## src/rtl/clap_pattern_ctrl.sv

```systemverilog
// Clap pattern controller: counts rising edges of a clap-detector level,
// enforces a lockout after each accepted clap and a maximum gap before the
// next one, and reports a complete pattern or a gap timeout as one-cycle
// pulses. All outputs come straight from registers.
module clap_pattern_ctrl #(
    parameter int REQ_CLAPS   = 2,
    parameter int REFRACT_CYC = 2500000,
    parameter int GAP_MAX_CYC = 25000000,
    parameter int TW          = 26
) (
    input  logic       clk,
    input  logic       reset,
    input  logic       clap_detected,
    input  logic       arm,
    output logic       pattern_ok,
    output logic       pattern_fail,
    output logic       busy,
    output logic [3:0] clap_count,
    output logic [1:0] state
);

    typedef enum logic [1:0] {
        S_IDLE    = 2'd0,
        S_REFRACT = 2'd1,
        S_WAIT    = 2'd2,
        S_DONE    = 2'd3
    } state_t;

    // Terminal timer values; the timer restarts at 0 on every state entry
    // and is only ever compared for equality, so it can never wrap.
    localparam logic [TW-1:0] REFRACT_LAST = TW'(REFRACT_CYC - 1);
    localparam logic [TW-1:0] GAP_LAST     = TW'(GAP_MAX_CYC - 1);
    localparam logic [3:0]    REQ_COUNT    = 4'(REQ_CLAPS);
    localparam logic [TW-1:0] TIMER_ONE    = TW'(1);

    state_t        state_q;
    state_t        state_d;
    logic [TW-1:0] timer_q;
    logic [TW-1:0] timer_d;
    logic [3:0]    count_q;
    logic [3:0]    count_d;
    logic [3:0]    count_inc;
    logic          ok_q;
    logic          ok_d;
    logic          fail_q;
    logic          fail_d;
    logic          busy_q;
    logic          busy_d;
    logic          clap_prev;
    logic          clap_edge;

    // A held clap level produces exactly one edge; clap_prev resets high so
    // a level already present when reset releases is not taken as a clap.
    assign clap_edge = clap_detected & ~clap_prev;
    assign count_inc = count_q + 4'd1;

    // Next-state, timer, count and pulse decisions.
    always_comb begin
        state_d = state_q;
        timer_d = timer_q;
        count_d = count_q;
        ok_d    = 1'b0;
        fail_d  = 1'b0;

        if (!arm) begin
            // Disarming aborts the attempt silently and outranks any edge
            // or timer expiry in the same cycle.
            state_d = S_IDLE;
            timer_d = '0;
            count_d = 4'd0;
        end else begin
            case (state_q)
                S_IDLE: begin
                    timer_d = '0;
                    count_d = 4'd0;
                    if (clap_edge) begin
                        count_d = 4'd1;
                        if (REQ_COUNT == 4'd1) begin
                            state_d = S_DONE;
                            ok_d    = 1'b1;
                        end else begin
                            state_d = S_REFRACT;
                        end
                    end
                end

                S_REFRACT: begin
                    // Edges are ignored while locked out.
                    if (timer_q == REFRACT_LAST) begin
                        state_d = S_WAIT;
                        timer_d = '0;
                    end else begin
                        timer_d = timer_q + TIMER_ONE;
                    end
                end

                S_WAIT: begin
                    // An edge on the final gap cycle still counts.
                    if (clap_edge) begin
                        count_d = count_inc;
                        timer_d = '0;
                        if (count_inc == REQ_COUNT) begin
                            state_d = S_DONE;
                            ok_d    = 1'b1;
                        end else begin
                            state_d = S_REFRACT;
                        end
                    end else if (timer_q == GAP_LAST) begin
                        state_d = S_IDLE;
                        timer_d = '0;
                        count_d = 4'd0;
                        fail_d  = 1'b1;
                    end else begin
                        timer_d = timer_q + TIMER_ONE;
                    end
                end

                S_DONE: begin
                    // Post-pattern lockout; count stays at the full pattern.
                    if (timer_q == REFRACT_LAST) begin
                        state_d = S_IDLE;
                        timer_d = '0;
                        count_d = 4'd0;
                    end else begin
                        timer_d = timer_q + TIMER_ONE;
                    end
                end

                default: begin
                    state_d = S_IDLE;
                    timer_d = '0;
                    count_d = 4'd0;
                end
            endcase
        end

        busy_d = (state_d != S_IDLE);
    end

    // State, timer and registered outputs; reset discards any attempt.
    always_ff @(posedge clk) begin
        if (reset) begin
            state_q   <= S_IDLE;
            timer_q   <= '0;
            count_q   <= 4'd0;
            ok_q      <= 1'b0;
            fail_q    <= 1'b0;
            busy_q    <= 1'b0;
            clap_prev <= 1'b1;
        end else begin
            state_q   <= state_d;
            timer_q   <= timer_d;
            count_q   <= count_d;
            ok_q      <= ok_d;
            fail_q    <= fail_d;
            busy_q    <= busy_d;
            clap_prev <= clap_detected;
        end
    end

    assign pattern_ok   = ok_q;
    assign pattern_fail = fail_q;
    assign busy         = busy_q;
    assign clap_count   = count_q;
    assign state        = state_q;

endmodule

```

## config.mk

```make
export PLATFORM = sky130hd
export DESIGN_NAME = clap_pattern_ctrl
export DESIGN_NICKNAME = d
export VERILOG_FILES = /design/src/rtl/clap_pattern_ctrl.sv
export SDC_FILE = /design/constraint.sdc
export NUM_CORES = 1
export LEC_CHECK = 0
export CAP_MARGIN = 25
export CORE_MARGIN = 3
export CORE_UTILIZATION = 57
export CTS_CLUSTER_DIAMETER = 80
export CTS_CLUSTER_SIZE = 8
export DETAILED_ROUTE_END_ITERATION = 10
export PLACE_DENSITY = 0.78
export SLEW_MARGIN = 10
export SYNTH_ARGS = -nofsm -noshare
export SYNTH_HDL_FRONTEND = slang
export SYNTH_SLANG_ARGS = --single-unit
```

## constraint.sdc

```tcl
create_clock -name clk -period 2.99 [get_ports clk]
set_clock_uncertainty 0.15 [all_clocks]
set_input_delay 0.598 -clock clk [delete_from_list [all_inputs] [get_ports clk]]
set_output_delay 0.598 -clock clk [all_outputs]
set_load 0.02 [all_outputs]
```

==> flow_metrics.env, run 1 <==
export IMPL_cp_start_kind="register"
export IMPL_status="completed"
export IMPL_cts_tree="built"
export IMPL_fin_cells=243
export IMPL_maxCapViolations=0
export IMPL_port_buffer_count=12
export IMPL_grt_setup_unrepaired="false"
export IMPL_dp_cells=235
export IMPL_holdWs_ns=0.335
export IMPL_ir_worst_vdd_v=0.000361
export IMPL_cts_hold_buf=0
export IMPL_drive_above_1_share_pct=5.66
export IMPL_fillers=235
export IMPL_synth_seq_area_share_pct=40.6
export IMPL_synth_cell_types=40
export IMPL_drc_errors=0
export IMPL_gp_congestion=0.790
export IMPL_die_area_um2=3820
export IMPL_detail_route_iter0_violations=52
export IMPL_tightest_slew_ns=0.415
export IMPL_hp_class="reg -> reg"
export IMPL_grtUsageTotal_pct=23.3
export IMPL_antenna_cells=0
export IMPL_post_route_util_pct=68.2
export IMPL_hold_viol=0
export IMPL_synth_edf_count=0
export IMPL_wire_per_inst_um=15.7
export IMPL_routed_top_layer="met4"
export IMPL_netlist_area_um2=1780
export IMPL_dr_pass1_iters=5
export IMPL_endpoint_kind="register"
export IMPL_clk_latency_ns=0.35
export IMPL_cts_root_buf="clkbuf_4"
export IMPL_setup_viol=0
export IMPL_initial_core_util_pct=62.3
export IMPL_dp_slack_ns=0.448
export IMPL_clk_pin_slew_worst_paths_ns=0.09
export IMPL_antenna_found_initial=0
export IMPL_place_area_um2=1890
export IMPL_min_period_ns=2.58
export IMPL_synth_top_flop_cell="dfxtp_1"
export IMPL_power_density_nw_per_um2=398
export IMPL_clock_path_buffers=2
export IMPL_die_w_um=61.8
export IMPL_synth_cells=201
export IMPL_cts_sinks=36
export IMPL_grt_remaining_overflow=0
export IMPL_num_rows=19
export IMPL_coreArea_um2=2850
export IMPL_critPathKind="reg -> reg"
export IMPL_avgSynthCellArea_um2=8.84
export IMPL_area_growth_pct=9.51
export IMPL_hpwl_um=2740
export IMPL_crit_required_ns=3.06
export IMPL_stdcell_area_um2=1950
export IMPL_postRouteAntennaNets=0
export IMPL_yosys_warnings=0
export IMPL_vias_per_cell=6.16
export IMPL_arrival_ns=2.65
export IMPL_vias=1498
export IMPL_layout_setup_ws_ns=0.411
export IMPL_htreeDepth=2
export IMPL_grt_max_degree=33
export IMPL_dr_wl_met3_um=162
export IMPL_synth_seq_cells=36
export IMPL_slew_violations=0
export IMPL_leakage_nw=0.551
export IMPL_syn_nets=208
export IMPL_die_h_um=61.8
export IMPL_relSlewSlack_pct=72.3
export IMPL_power_mw=0.775
export IMPL_setup_tns_ns=0
export IMPL_numCtsBuffers=5
export IMPL_fin_crit_sh_pct=86.3
export IMPL_wl_met2_um=1820
export IMPL_met1_length_um=1750
export IMPL_postCtsSetupBuffers=0
export IMPL_grt_first_pass_wirelength_um=6480
export IMPL_grt_pass1_vias=1474
export IMPL_async_flop_share_pct=0
export IMPL_cp_max_fo=26
export IMPL_io_pins=13
export IMPL_fmax_ghz=0.388
export IMPL_seq_area_um2=721
export IMPL_wl_um=3810
export IMPL_multiInputGateArea_um2=981
export IMPL_finalNetCount=218
export IMPL_ctsResizeCount=0
-- Yosys cell counts (2+ instances only) --
master / n / area, um^2
nor2b_1: 2 / 12.5
o21ai_0: 4 / 20.0
nand3_1: 14 / 70.1
and4_1: 3 / 26.3
nor3_1: 26 / 130
nand4_1: 8 / 50.1
ha_1: 3 / 37.5
buf_2: 2 / 10.0
nand2_1: 14 / 52.6
buf_6: 2 / 22.5
xnor2_1: 11 / 96.3
nand2b_1: 4 / 25.0
nor4_1: 7 / 43.8
xor2_1: 13 / 114
nor2_1: 8 / 30.0
and2_1: 5 / 31.3
inv_1: 3 / 11.3
o22ai_1: 2 / 12.5
clkbuf_1: 5 / 18.8
or3_1: 5 / 31.3
dfxtp_1: 36 / 721
a211oi_1: 4 / 30.0
or4_1: 2 / 15.0
nor4bb_1: 2 / 20.0
-- area by class of cell --
class,count,area share [%]
tap,31,1.99
multi-input combinational,151,50.4
clock buffer,8,3.02
sequential,36,37.0
inverter,3,0.579
timing repair buffer,14,6.95
-- registers in the layout, indices dropped and copies added (netlist names) --
name	cells
timer_q	26
state	2
clap_count	4
busy	1
clap_prev	1
pattern_fail	1
pattern_ok	1
-- where the power goes --
| part | internal, mW | leakage (nW) | switching (mW) |
|---|---|---|---|
| registers | 0.481 | 0.290 | 0.00189 |
| clock network | 0.116 | 0.0326 | 0.151 |
| logic | 0.0102 | 0.228 | 0.0156 |
| total | 0.607 | 0.551 | 0.168 |
-- cell usage in the layout (no fill, tap or decap), types with 2 or more instances in the layout --
master           count
nor2_1               8
nand2_1             14
nand2b_1             4
xnor2_1             11
clkbuf_1             2
clkbuf_4             5
nor3_1              26
or4_1                2
o21ai_0              4
nand3_1             14
and2_1               5
inv_1                3
buf_4                2
dfxtp_1             36
nor2b_1              2
xor2_1              13
nor4_1               7
or3_1                5
o22ai_1              2
and4_1               3
a211oi_1             4
nand4_1              8
nor4bb_1             2
clkdlybuf4s50_1     12
ha_1                 3
-- logic make-up (layout without fill, tap and decap cells) --
family	after synthesis	in the layout	synth area share, %
xor gates and xnor gates	24	24	11.8
muxes	1	1	0.563
and+or+nand+nor	107	107	33.7
AOI/OAI and AO/OA	16	16	7.04
DFF	36	36	40.6
buffers and inverters	14	25	4.23
adders and majority gates	3	3	2.11
-- critical path, stage by stage, from the launching register on --
cell     delay [ns]
dfxtp_1        0.38
ha_1           0.22
and4_1         0.32
nand2_1        0.12
or4_1          0.66
a22oi_4        0.20
buf_4          0.31
nor3_1         0.09
-- path summary, 6_finish.rpt --
kind                                 start           to  slack (ns)  cells after the start
worst max-delay path            timer_q[0]  timer_q[10]        0.41                      7
worst min-delay path            timer_q[0]   timer_q[0]        0.34                      1
worst max register to register  timer_q[0]  timer_q[10]        0.41                      7
worst min register to register  timer_q[0]   timer_q[0]        0.34                      1
-- routing by layer --
metal,vias up,global-route usage (%)
met5,-,0
met4,0,11.2
met3,11,7.64
met2,37,38.6
met1,699,26.9
li1,751,-
No activity file was read; power rests on OpenSTA's default activity.
==> inputs of run 2 (changes only) <==
Settings changed: CELL_PAD_IN_SITES_DETAIL_PLACEMENT from default to 1, CELL_PAD_IN_SITES_GLOBAL_PLACEMENT from default to 2, CORE_UTILIZATION 57 to 35, PLACE_DENSITY 0.78 to default, PLACE_DENSITY_LB_ADDON from default to 0.1.
==> run 2 against run 1 <==
Effect of this change:
- sequential power about the same
- register-to-register slack about the same
- highest routed layer unchanged
- first-iteration DRC count up 38%
- total power up 12%
- via count up 2.3%
- critical endpoint is now timer_q[13]
- critical path depth unchanged
- sequential share of layout area down 1.4 points
==> flow_metrics.env, run 2 (synthesis results as in run 1) <==
export IMPL_status="completed"
export IMPL_maxCapViolations=0
export IMPL_holdWs_ns=0.351
export IMPL_power_mw=0.865
export IMPL_detail_route_iter0_violations=72
export IMPL_hpwl_um=3370
export IMPL_io_pins=13
export IMPL_largest_register_ffs=26
export IMPL_vias_per_cell=5.49
export IMPL_coreArea_um2=4820
export IMPL_cts_tree="built"
export IMPL_min_from="timer_q[0]"
export IMPL_grt_remaining_overflow=0
export IMPL_hold_viol=0
export IMPL_tightest_slew_ns=0.474
export IMPL_r2r_end="timer_q[13]"
export IMPL_clk_pin_slew_worst_paths_ns=0.07
export IMPL_die_h_um=77.3
export IMPL_top_register="timer_q"
export IMPL_gp_congestion=0.825
export IMPL_num_rows=25
export IMPL_cts_root_buf="clkbuf_8"
export IMPL_reg2reg_depth=7
export IMPL_final_common_cell="dfxtp_1"
export IMPL_fillers=575
export IMPL_numCtsBuffers=5
export IMPL_dr_pass1_iters=4
export IMPL_place_area_um2=1930
export IMPL_leakage_nw=0.569
export IMPL_wl_um=4650
export IMPL_grt_max_degree=33
export IMPL_grt_first_pass_wirelength_um=7960
export IMPL_endpoint_kind="register"
export IMPL_relSlewSlack_pct=68.3
export IMPL_arrival_ns=2.60
export IMPL_slowest_delay_ns=0.66
export IMPL_r2r_start="timer_q[0]"
export IMPL_die_w_um=77.3
export IMPL_power_density_nw_per_um2=427
export IMPL_cts_sinks=36
export IMPL_cpMaxStageDelayCell="or4_1"
export IMPL_antenna_cells=0
export IMPL_clock_path_buffers=2
export IMPL_area_growth_pct=13.9
export IMPL_cp_start_kind="register"
export IMPL_crit_chain="ha_1, and4_1, nand2_1, or4_1, a22oi_4, buf_4, nor3_1"
export IMPL_critPathKind="reg -> reg"
export IMPL_r2r_slack_ns=0.40
export IMPL_setup_viol=0
export IMPL_cts_hold_buf=0
export IMPL_vias=1532
export IMPL_ir_worst_vdd_v=0.000219
export IMPL_postRouteAntennaNets=0
export IMPL_cp_max_fo=26
export IMPL_grt_setup_unrepaired="false"
export IMPL_grtUsageTotal_pct=16.7
export IMPL_finalNetCount=218
export IMPL_postCtsSetupBuffers=0
export IMPL_ctsResizeCount=0
export IMPL_antenna_found_initial=0
export IMPL_min_period_ns=2.59
export IMPL_hp_class="reg -> reg"
export IMPL_setup_tns_ns=0
export IMPL_die_area_um2=5970
export IMPL_whs_path_depth=1
export IMPL_grt_pass1_vias=1645
export IMPL_mostFrequentLayoutCells="dfxtp_1, nor3_1, nand2_1, nand3_1, xor2_1"
export IMPL_fmax_ghz=0.386
export IMPL_initial_core_util_pct=36.9
export IMPL_crit_required_ns=3.00
export IMPL_drive_above_1_share_pct=6.60
export IMPL_htreeDepth=2
export IMPL_post_route_util_pct=42.0
export IMPL_hold_end="timer_q[0]"
export IMPL_drc_errors=0
export IMPL_clk_latency_ns=0.29
export IMPL_wire_per_inst_um=16.7
export IMPL_stdcell_area_um2=2020
export IMPL_port_buffer_count=12
export IMPL_fin_crit_sh_pct=86.6
export IMPL_slew_violations=0
export IMPL_path_buf_inv=1
export IMPL_cp_top_family="simple AND/OR/NAND/NOR gates"
-- run 2: changes by cell type in the layout (fill, tap and decap cells not counted) --
cell,before,now
clkbuf_1,2,0
clkbuf_4,5,0
clkbuf_8,1,6
clkinv_2,0,2
-- run 2: metal layers --
layer / GRT usage, % / vias to the layer above / share of wire (%)
li1: - / 747 / -
met1: 19.8 / 753 / 45
met2: 28.4 / 21 / 49
met3: 4.11 / 11 / 3.3
met4: 7.30 / 0 / 1.9
met5: 0 / - / 0
-- run 2: final cells by class --
cell class | count | area, um^2 | area share, %
repair buffers | 14 | 135 | 6.67
flip-flops and latches | 36 | 721 | 35.6
well taps | 67 | 83.8 | 4.14
clock inverters | 2 | 10.0 | 0.494
inverters | 3 | 11.3 | 0.556
multi-input cells | 151 | 981 | 48.5
clock buffers | 6 | 82.6 | 4.08
-- run 2: worst max-delay path by stage --
stage               startpoint           to  slack, ns  cells past startpoint
finish              timer_q[0]  timer_q[13]       0.40                      7
global route        timer_q[0]   timer_q[2]       0.23                      7
CTS                 timer_q[0]   timer_q[7]       0.40                      7
detailed placement  timer_q[0]  timer_q[13]       0.41                      7
global placement    timer_q[0]  timer_q[15]       0.54                      7
floorplan           timer_q[0]   timer_q[5]       0.72                      9
-- run 2: through the flow --
step	worst slack, ns	std cells
after floorplan	0.718	201
after global placement	0.535	271
after detailed placement	0.407	271
after CTS	0.403	279
after global routing	0.230	279
final	0.401	279
-- run 2: power by group --
group | switching (mW) | internal [mW]
Clock | 0.172 | 0.184
Sequential | 0.00189 | 0.481
Combinational | 0.0163 | 0.0102
Total | 0.190 | 0.675
